`src/rtl/adc_pkg.sv`:
```
// Shared types and constants for the ADC frame packer.
//   packer_state_t   : FSM state encoding
//   HEADER_MAGIC_DEF : default upper half of every header word
//   PAD_WORD         : filler sample used to complete a frame after capture stops
package adc_pkg;
  typedef enum logic [1:0] {IDLE_S, HEADER_S, DATA_S} packer_state_t;

  localparam logic [15:0] HEADER_MAGIC_DEF = 16'hADC5;
  localparam logic [31:0] PAD_WORD         = 32'h0000_0000;
endpackage

```
`src/rtl/adc_frame_packer_if.sv`:
```
// Output stream bundle of the frame packer (ready/valid with tlast).
//   master : driven by the packer (data, valid, last), receives ready
//   slave  : consumer side
interface adc_frame_packer_if;
  logic [31:0] m_tdata;
  logic        m_tvalid;
  logic        m_tready;
  logic        m_tlast;

  modport master (output m_tdata, m_tvalid, m_tlast, input m_tready);
  modport slave  (input m_tdata, m_tvalid, m_tlast, output m_tready);
endinterface

```
`src/rtl/adc_frame_packer_sync_fifo.sv`:
```
// Single-clock FIFO with combinational head output.
//   clk, rst : clock, synchronous active-high reset (empties the FIFO)
//   push/din : write request and data; dropped when full unless popping too
//   pop/dout : read request and current head word
//   count, full, empty : occupancy status
module sync_fifo #(
  parameter int WIDTH = 32,
  parameter int DEPTH = 16,
  localparam int AW   = $clog2(DEPTH)
) (
  input  logic             clk,
  input  logic             rst,
  input  logic             push,
  input  logic [WIDTH-1:0] din,
  input  logic             pop,
  output logic [WIDTH-1:0] dout,
  output logic [AW:0]      count,
  output logic             full,
  output logic             empty
);
  logic [WIDTH-1:0] mem_q [DEPTH];
  // One extra pointer bit tells full (MSBs differ) from empty (equal).
  logic [AW:0] wr_q, wr_d, rd_q, rd_d;
  logic        do_push, do_pop;

  assign count   = wr_q - rd_q;
  assign full    = (count == (AW+1)'(DEPTH));
  assign empty   = (count == '0);
  assign do_pop  = pop && !empty;
  assign do_push = push && (!full || do_pop);
  assign wr_d    = wr_q + {{AW{1'b0}}, do_push};
  assign rd_d    = rd_q + {{AW{1'b0}}, do_pop};
  assign dout    = mem_q[rd_q[AW-1:0]];

  always_ff @(posedge clk) begin
    if (rst) begin
      wr_q <= '0;
      rd_q <= '0;
    end else begin
      wr_q <= wr_d;
      rd_q <= rd_d;
    end
  end

  always_ff @(posedge clk) begin
    if (do_push) mem_q[wr_q[AW-1:0]] <= din;
  end
endmodule

```
`src/rtl/adc_frame_packer.sv`:
```
// Packs ADC sample words into fixed-length frames: header, frame_len samples,
// tlast on the final sample.
//   clk, rst        : clock, synchronous active-high reset
//   enable          : capture enable (also selects pad-fill when the FIFO runs dry)
//   frame_len       : samples per frame, latched at frame start (0 treated as 1)
//   din, din_valid  : sample word and its one-cycle qualifier
//   axis            : output stream (master modport)
//   overflow_cnt    : samples dropped on a full FIFO, saturating
//   frame_cnt       : completed frames, wrapping
//   busy            : frame in progress
module adc_frame_packer
  import adc_pkg::*;
#(
  parameter int          DEPTH        = 16,
  parameter logic [15:0] HEADER_MAGIC = HEADER_MAGIC_DEF
) (
  input  logic                       clk,
  input  logic                       rst,
  input  logic                       enable,
  input  logic [15:0]                frame_len,
  input  logic [31:0]                din,
  input  logic                       din_valid,
  adc_frame_packer_if.master         axis,
  output logic [15:0]                overflow_cnt,
  output logic [15:0]                frame_cnt,
  output logic                       busy
);
  localparam int AW = $clog2(DEPTH);

  packer_state_t state_q, state_d;
  logic [15:0]   len_q, len_d, rem_q, rem_d;
  logic [15:0]   frame_q, frame_d, ovf_q, ovf_d;
  logic          pad_hold_q, pad_hold_d;
  logic          push, pop_c, pad_sel;
  logic          tvalid_c, tlast_c;
  logic [31:0]   tdata_c, fifo_dout;
  logic [AW:0]   fifo_count;
  logic          fifo_full, fifo_empty;

  assign push = din_valid && enable;

  sync_fifo #(.WIDTH(32), .DEPTH(DEPTH)) u_fifo (
    .clk   (clk),
    .rst   (rst),
    .push  (push),
    .din   (din),
    .pop   (pop_c),
    .dout  (fifo_dout),
    .count (fifo_count),
    .full  (fifo_full),
    .empty (fifo_empty)
  );

  always_comb begin
    state_d    = state_q;
    len_d      = len_q;
    rem_d      = rem_q;
    frame_d    = frame_q;
    pad_hold_d = 1'b0;
    pad_sel    = 1'b0;
    pop_c      = 1'b0;
    tvalid_c   = 1'b0;
    tlast_c    = 1'b0;
    tdata_c    = '0;
    case (state_q)
      IDLE_S: begin
        if (!fifo_empty && enable) begin
          len_d   = (frame_len == 16'd0) ? 16'd1 : frame_len;
          state_d = HEADER_S;
        end
      end
      HEADER_S: begin
        tvalid_c = 1'b1;
        tdata_c  = {HEADER_MAGIC, frame_q};
        if (axis.m_tready) begin
          rem_d   = len_q;
          state_d = DATA_S;
        end
      end
      DATA_S: begin
        // Once a pad word is offered it stays offered until taken, so a late
        // re-enable plus push cannot change data under a stalled beat.
        pad_sel  = pad_hold_q || (fifo_empty && !enable);
        tvalid_c = pad_sel || !fifo_empty;
        tdata_c  = pad_sel ? PAD_WORD : fifo_dout;
        tlast_c  = tvalid_c && (rem_q == 16'd1);
        pad_hold_d = pad_sel && !axis.m_tready;
        if (tvalid_c && axis.m_tready) begin
          pop_c = !pad_sel;
          rem_d = rem_q - 16'd1;
          if (rem_q == 16'd1) begin
            frame_d = frame_q + 16'd1;
            state_d = IDLE_S;
          end
        end
      end
      default: state_d = IDLE_S;
    endcase
  end

  // A full FIFO only loses the word when no pop frees a slot this cycle.
  assign ovf_d = (push && fifo_full && !pop_c && ovf_q != 16'hFFFF) ? ovf_q + 16'd1 : ovf_q;

  always_ff @(posedge clk) begin
    if (rst) begin
      state_q    <= IDLE_S;
      len_q      <= '0;
      rem_q      <= '0;
      frame_q    <= '0;
      ovf_q      <= '0;
      pad_hold_q <= 1'b0;
    end else begin
      state_q    <= state_d;
      len_q      <= len_d;
      rem_q      <= rem_d;
      frame_q    <= frame_d;
      ovf_q      <= ovf_d;
      pad_hold_q <= pad_hold_d;
    end
  end

  assign axis.m_tdata  = tdata_c;
  assign axis.m_tvalid = tvalid_c;
  assign axis.m_tlast  = tlast_c;
  assign overflow_cnt  = ovf_q;
  assign frame_cnt     = frame_q;
  assign busy          = (state_q != IDLE_S);
endmodule
```
`src/flat_wrapper.sv`:
```
// flat-port wrapper written by rule: the top's interface ports become plain ports
module adc_frame_packer_flat import adc_pkg::*;
#(
  parameter int          DEPTH        = 16,
  parameter logic [15:0] HEADER_MAGIC = HEADER_MAGIC_DEF
)
  (clk, rst, enable, frame_len, din, din_valid, overflow_cnt, frame_cnt, busy, axis_m_tdata, axis_m_tvalid, axis_m_tlast, axis_m_tready);
  adc_frame_packer_if axis_i ();
  input  logic clk;
  input  logic rst;
  input  logic enable;
  input  logic [15:0] frame_len;
  input  logic [31:0] din;
  input  logic din_valid;
  output logic [15:0] overflow_cnt;
  output logic [15:0] frame_cnt;
  output logic busy;
  output wire logic [$bits(axis_i.m_tdata)-1:0] axis_m_tdata;
  output wire logic [$bits(axis_i.m_tvalid)-1:0] axis_m_tvalid;
  output wire logic [$bits(axis_i.m_tlast)-1:0] axis_m_tlast;
  input wire logic [$bits(axis_i.m_tready)-1:0] axis_m_tready;
  assign axis_m_tdata = axis_i.m_tdata;
  assign axis_m_tvalid = axis_i.m_tvalid;
  assign axis_m_tlast = axis_i.m_tlast;
  assign axis_i.m_tready = axis_m_tready;
  adc_frame_packer #(.DEPTH(DEPTH), .HEADER_MAGIC(HEADER_MAGIC)) u_core (.clk(clk), .rst(rst), .enable(enable), .frame_len(frame_len), .din(din), .din_valid(din_valid), .axis(axis_i), .overflow_cnt(overflow_cnt), .frame_cnt(frame_cnt), .busy(busy));
endmodule
```
`config.mk`:
```
export PLATFORM = sky130hd
export DESIGN_NAME = adc_frame_packer_flat
export DESIGN_NICKNAME = d
export VERILOG_FILES = /design/src/rtl/adc_pkg.sv /design/src/rtl/adc_frame_packer_if.sv /design/src/rtl/adc_frame_packer_sync_fifo.sv /design/src/rtl/adc_frame_packer.sv /design/src/flat_wrapper.sv
export SDC_FILE = /design/constraint.sdc
export NUM_CORES = 1
export LEC_CHECK = 0
export BUFFER_PORTS_ARGS = -buffer_cell sky130_fd_sc_hd__buf_2
export CAP_MARGIN = 20
export CORE_UTILIZATION = 60
export DETAILED_ROUTE_END_ITERATION = 12
export PLACE_DENSITY = 0.87
export SYNTH_ARGS = -nofsm -noshare
export SYNTH_HDL_FRONTEND = slang
export SYNTH_SLANG_ARGS = --single-unit
```
`constraint.sdc`:
```
create_clock -name clk -period 6.4 [get_ports clk]
set_clock_uncertainty 0.15 [all_clocks]
set_input_delay 0.32 -clock clk [delete_from_list [all_inputs] [get_ports clk]]
set_output_delay 0.32 -clock clk [all_outputs]
set_load 0.02 [all_outputs]
```
# After elaboration in Yosys (flattened, before gate mapping)
# Memories as Yosys holds them, arrays and structs flattened. A register that Yosys moved wholly into a read port is not among the register bits.
# Cells that the tools add are included.
dict set report op_classes {
  add_sub_neg 6
  n_mul 0
  div 0
  magnitude_cmp 0
  n_eq_ne 9
  n_shift 0
  muxes 18
  n_bitwise 1
  n_reduce_logical 30
}
# cell count
set op_table {}
lappend op_table {{one-hot mux 32 bit (2 select lines)} 1}
lappend op_table {{2-to-1 mux 16 bit} 3}
lappend op_table {{adder 16 x 1 -> 16 bit (second input constant)} 2}
lappend op_table {{2-to-1 mux 32 bit} 1}
lappend op_table {{one-hot mux 16 bit (2 select lines)} 1}
lappend op_table {{== test 16 x 1 -> 1 bit (second input constant)} 1}
lappend op_table {{logical NOT 16 bit} 1}
lappend op_table {{!= test 16 bit (second input constant)} 1}
lappend op_table {{subtractor 16 x 1 -> 16 bit (second input constant)} 1}
lappend op_table {{logical AND 1 bit} 11}
lappend op_table {{adder 5 x 1 -> 5 bit} 2}
lappend op_table {{2-to-1 mux 2 bit} 4}
lappend op_table {{logical NOT 1 bit} 6}
lappend op_table {{!= test 2 x 1 -> 1 bit (second input constant)} 3}
lappend op_table {{one-hot mux 2 bit (3 select lines)} 1}
lappend op_table {{AND reduction 3 bit} 2}
lappend op_table {{== test 5 bit (second input constant)} 1}
lappend op_table {{logical NOT 5 bit} 1}
lappend op_table {{2-to-1 mux 1 bit} 5}
lappend op_table {{subtractor 5 bit} 1}
lappend op_table {{2-to-1 mux 4 bit} 1}
lappend op_table {{AND reduction 4 bit} 1}
lappend op_table {{nonzero test 2 bit} 2}
lappend op_table {{logical OR 1 bit} 3}
lappend op_table {{other kinds (8)} 8}
dict set report totals {
  regBits 77
  latch_bits 0
  ramBits 512
  romBits 0
  input_bits 53
  output_inout_bits 67
  n_memories 1
}
# name depth word_bits rd rd_ports_with_merged_regs wr line
set mem_list {}
lappend mem_list {u_core.u_fifo.mem_q 16 32 1 1 1 adc_frame_packer_sync_fifo.sv:21} ;# logic [WIDTH-1:0] mem_q [DEPTH];

# Logic depth before layout (Yosys ltp)
dict set report logic_depth {
  ltp_word 13
  ltp_mapped 16
  depth_no_buf 13
}

# By module
# From an unflattened synthesis, not the netlist that was laid out.
dict set report hier_totals {
  hier_cells 1306
  area_unflattened_um2 23809.1
}
# mod instances cells_each area_each_um2
set modules_own_cells {}
lappend modules_own_cells {sync_fifo 1 805 19930.4}
lappend modules_own_cells {adc_frame_packer 1 501 3878.7}

# Worst setup path before layout
# No wires, ideal clock.
dict set report synth_path {
  path_type {register to register}
  startpoint {reg u_core.u_fifo.rd_q[1]}
  endpoint {mem u_core.u_fifo.mem_q[1][0], enable pin}
  setup_time_ns 0.502
  t_arrival_ns 5.293
  slack_ns 0.456
  stages_incl_launch_ff 11
  period_less_slack_ns 5.944
  path_cell_list {dfxtp_1 > clkbuf_1 > clkbuf_1 > inv_1 > ha_1 > nor2b_4 > o31a_4 > xnor2_2 > nand4_2 > o21ai_2 > nor4_1}
}
dict set report synth_via {
  elab_chain_len 13
  word_cells_on_any_way 17
  classes_between {add/sub (1); eq/ne (1); mux (4); reduce/logical (11)}
}
# element line
set synth_lines {}
lappend synth_lines {{from (decl)} adc_frame_packer_sync_fifo.sv:23} ;# logic [AW:0] wr_q, wr_d, rd_q, rd_d;
lappend synth_lines {{from (signal assigned)} adc_frame_packer_sync_fifo.sv:41} ;# rd_q <= rd_d;
lappend synth_lines {{subtractor 5 bit (*)} adc_frame_packer_sync_fifo.sv:26} ;# assign count = wr_q - rd_q;
lappend synth_lines {{logical NOT 5 bit} adc_frame_packer_sync_fifo.sv:28} ;# assign empty = (count == '0);
lappend synth_lines {{logical AND 1 bit} adc_frame_packer.sv:83} ;# pad_sel = pad_hold_q || (fifo_empty && !enable);
lappend synth_lines {{logical OR 1 bit} adc_frame_packer.sv:83}
lappend synth_lines {{logical OR 1 bit} adc_frame_packer.sv:84} ;# tvalid_c = pad_sel || !fifo_empty;
lappend synth_lines {{logical AND 1 bit} adc_frame_packer.sv:88} ;# if (tvalid_c && axis.m_tready) begin
lappend synth_lines {{2-to-1 mux 1 bit} adc_frame_packer.sv:88}
lappend synth_lines {{2-to-1 mux 1 bit} adc_frame_packer.sv:65} ;# case (state_q)
lappend synth_lines {{logical AND 1 bit} adc_frame_packer_sync_fifo.sv:29} ;# assign do_pop = pop && !empty;
lappend synth_lines {{logical OR 1 bit (*)} adc_frame_packer_sync_fifo.sv:30} ;# assign do_push = push && (!full || do_pop);
lappend synth_lines {{logical AND 1 bit (*)} adc_frame_packer_sync_fifo.sv:30}
lappend synth_lines {{2-to-1 mux 1 bit (*)} adc_frame_packer_sync_fifo.sv:46} ;# if (do_push) mem_q[wr_q[AW-1:0]] <= din;
lappend synth_lines {{2-to-1 mux 1 bit (implied by the code) (*)} adc_frame_packer_sync_fifo.sv:46}
lappend synth_lines {{to (decl)} adc_frame_packer_sync_fifo.sv:21}
# Mark *: on every way between the ends. The rest lies on a longest branch, timed or not.

# Worst setup path after layout
dict set report layout_path {
  startpoint {reg u_core.u_fifo.rd_q[3]}
  endpoint {out axis_m_tdata[26]}
}
dict set report layout_via {
  elab_chain_len 6
}
# element line
set layout_lines {}
lappend layout_lines {{subtractor 5 bit} adc_frame_packer_sync_fifo.sv:26}
lappend layout_lines {{logical NOT 5 bit} adc_frame_packer_sync_fifo.sv:28}
lappend layout_lines {{logical AND 1 bit} adc_frame_packer.sv:83}
lappend layout_lines {{logical OR 1 bit} adc_frame_packer.sv:83}
lappend layout_lines {{2-to-1 mux 32 bit} adc_frame_packer.sv:85} ;# tdata_c = pad_sel ? PAD_WORD : fifo_dout;
lappend layout_lines {{one-hot mux 32 bit (2 select lines)} adc_frame_packer.sv:65}
lappend layout_lines {{to (decl)} flat_wrapper.sv:18} ;# output wire logic [$bits(axis_i.m_tdata)-1:0] axis_m_tdata;
# No other way between the ends.

==> results.cfg <==
[setup_path]
cpPeakStageDelay_ns = 0.86
critPathArrivalTime_ns = 4.60
path_class = flop to output pin
critPathCaptureType = output pin
crit_fanout = 34
worstPathRequired_ns = 5.93
cp_common_cell = buf_4
start_kind = flop
slowest_stage = o311ai_4
crit_chain = buf_4 -> inv_1 -> ha_1 -> o211a_1 -> nor3_4 -> or2_1 -> o311ai_4 -> buf_4 -> o21ai_0 -> buf_2

[pwr]
pwr-share-comb = 0.058
p_leak_nw = 9.092
ir_drop_v = 0.0002375
powerDensity_nw_per_um2 = 286.4
internal_power_w = 0.006175
seqPwrFrac = 0.530
p_switching_w = 0.001797
p_clk_frac = 0.411
swShare = 0.2254

[clock_network]
post_cts_resized = 0
cts.sinks = 589
clk_root_buffer_cell = clkbuf_16
numCtsBuffers = 56
worstSkewPairLatency_ns = 0.61
clockBufferDepth = 3
cts_tree = yes
clk_pin_slew_ns = 0.07
htreeDepth = 2

[place]
gp_congestion = 0.8996
portBuffers = 119
dpl.hpwl_um = 33160
postPlaceCellArea_um2 = 25510

[detailed_routing]
drt_iter0_drc = 1450
drcViolationCount = 0
routedWlPerCell_um = 28.27
routed_via_density = 6.700
ant_nets = 0
routed_wl_um = 59620
via_count = 14130
first_pass_iters = 7

[timing]
rsz0062_at_grt = false
final.setup.tns_ns = 0
setup_viol = 0
fmax_ghz = 0.1972
maxSlewViolCount = 0
maxSlewHeadroom = 0.3224
hold_violations = 0
fin_crit_ns = 5.072
finalCritPeriodShare = 0.7925
tightestPinTransition_ns = 1.013

[synthesis]
yosys.area.top_type_share = 0.6344
synth_edf_count = 512
netlist_area_um2 = 24240
synth_nets = 1420
synthTopCellsByCount = edfxtp_1 (512), mux4_2 (160), dfxtp_1 (77)
ys_async_sr_fraction = 0
yosysWarnings = 0
synth_top_area_cell = edfxtp_1
ys_ff_latch = 589
yosysUniqueCellTypes = 85
synth_ff_type = edfxtp_1
ys_seq_area_frac = 0.6980
synth_area_leaders = edfxtp_1 (63%), mux4_2 (15%), dfxtp_1 (6.4%), o21ai_0 (0.93%), a21oi_1 (0.89%)
syn_inst = 1352
synth.avg_cell_area_um2 = 17.93
yosysMostFrequentCell = edfxtp_1

[cells_and_area]
diodes = 0
area_delta_synth_final_pct = 14.83
multi_input_area_um2 = 6913
drive_gt1_frac = 0.2961
fillers = 2417
final_area_um2 = 27830
fin_util = 0.6989
layout.area.seq_um2 = 16930
final_nets = 1604

[die]
initial_core_util = 0.6086
die-area_um2 = 41200
core-area_um2 = 39820
fp.dieW_um = 203.0
num_rows = 73
dieHeight_um = 203.0
boundaryPins = 120

[hold_path]
hold_class = primary input to flop

[outcome]
outcome = finished, final reports clean

[global_route]
grt_max_degree = 88
track_usage = 0.2959
grt_pass1_vias = 14450
grt_pass1_wl_um = 88870
grt-ovfl-total = 0
antenna_found_initial = 0

[flow_run]
maxCapViolCount = 0
## path summary, 6_finish.rpt
path	from	slack, ns	cells past startpoint	to
hold reg to reg	u_core.len_q[5]	0.34	2	u_core.len_q[5]
setup reg to reg	u_core.u_fifo.rd_q[3]	2.18	10	u_core.u_fifo.mem_q[0][11]
hold / removal	axis_m_tready	0.02	3	u_core.rem_q[5]
setup / recovery	u_core.u_fifo.rd_q[3]	1.33	10	axis_m_tdata[26]
## placed cells by master, fill, tap and decap left out, types with 9 or more instances in the layout
cell / instances
a21oi_1: 43
and3_1: 13
buf_2: 119
buf_4: 33
clkbuf_1: 9
clkbuf_16: 57
clkinv_1: 10
clkinv_2: 17
dfxtp_1: 74
dlygate4sd3_1: 48
edfxtp_1: 512
ha_1: 15
inv_1: 46
mux4_2: 160
nand2_1: 45
nand2b_1: 9
nand3_1: 38
nand4_1: 13
nor2_1: 36
nor2b_1: 20
nor3_1: 16
nor3_2: 13
nor4_2: 9
o21ai_0: 45
o311ai_0: 10
o31ai_1: 9
or4_1: 9
## critical path: cells and delay by family (launching register included)
| kind | cells | cell delay, ns |
|---|---|---|
| AO/OA/AOI/OAI | 3 | 1.33 |
| AND/OR/NAND/NOR | 2 | 0.41 |
| adder cells (fa/ha/maj) | 1 | 0.57 |
| flip-flops | 1 | 0.31 |
| buffers and inverters | 4 | 1.35 |
## logic make-up after synthesis
group / synth area share
DFF: 0.6980
and+or+nand+nor: 0.06257
AOI/OAI and AO/OA: 0.05137
muxes: 0.1540
buffers and inverters: 0.02091
adders and majority gates: 0.007744
xor gates and xnor gates: 0.005421
## what timing repair did
item | in CTS | in global routing
setup buffers | 0 | 0
endpoints found under the hold margin | 528 | 0
hold buffers | 48 | 0
## power groups by stage
stage	combinational [W]	clock [W]	sequential [W]
after floorplan	0.000273	0	0.00430
after global placement	0.000406	0	0.00431
after detailed placement	0.000423	0	0.00431
after CTS	0.000454	0.00331	0.00423
after global routing	0.000497	0.00344	0.00423
final	0.000466	0.00328	0.00423
## per-layer routing
metal  vias up  part of all wire  global-route usage
met5         -                 0                   0
met4         0             0.036              0.1203
met3       149             0.085             0.05409
met2       885              0.51              0.5010
met1      7210              0.37              0.3809
li1       5886                 -                   -
## layout make-up
class / count / share of cell area
Sequential cell: 589 / 0.6081
Multi-Input combinational cell: 641 / 0.2484
Clock buffer: 66 / 0.05247
Timing Repair Buffer: 201 / 0.04810
Tap cell: 525 / 0.02360
Clock inverter: 40 / 0.01295
Inverter: 47 / 0.006339
## sequential cells by signal, summed over array words and instances (netlist names)
name / cells
u_core.overflow_cnt: 16
u_core.state_q: 2
u_core.len_q: 16
u_core.frame_cnt: 16
u_core.rem_q: 16
u_core.u_fifo.wr_q: 5
u_core.pad_hold_q: 1
u_core.u_fifo.mem_q: 512
u_core.u_fifo.rd_q: 5
## stage by stage
stage          hold slack [ns]  setup slack [ns]  power, W  cells
5_1_grt                0.07077             1.115  0.008164   2109
2_1_floorplan           0.2689            0.4559  0.004575   1352
6_report               0.02124             1.328  0.007972   2109
3_3_place_gp            0.3196             2.008  0.004712   1954
4_1_cts               0.005442             1.326  0.007991   2108
3_5_place_dp            0.3192             1.852  0.004733   1954
Power figures use the tool's default switching activity.
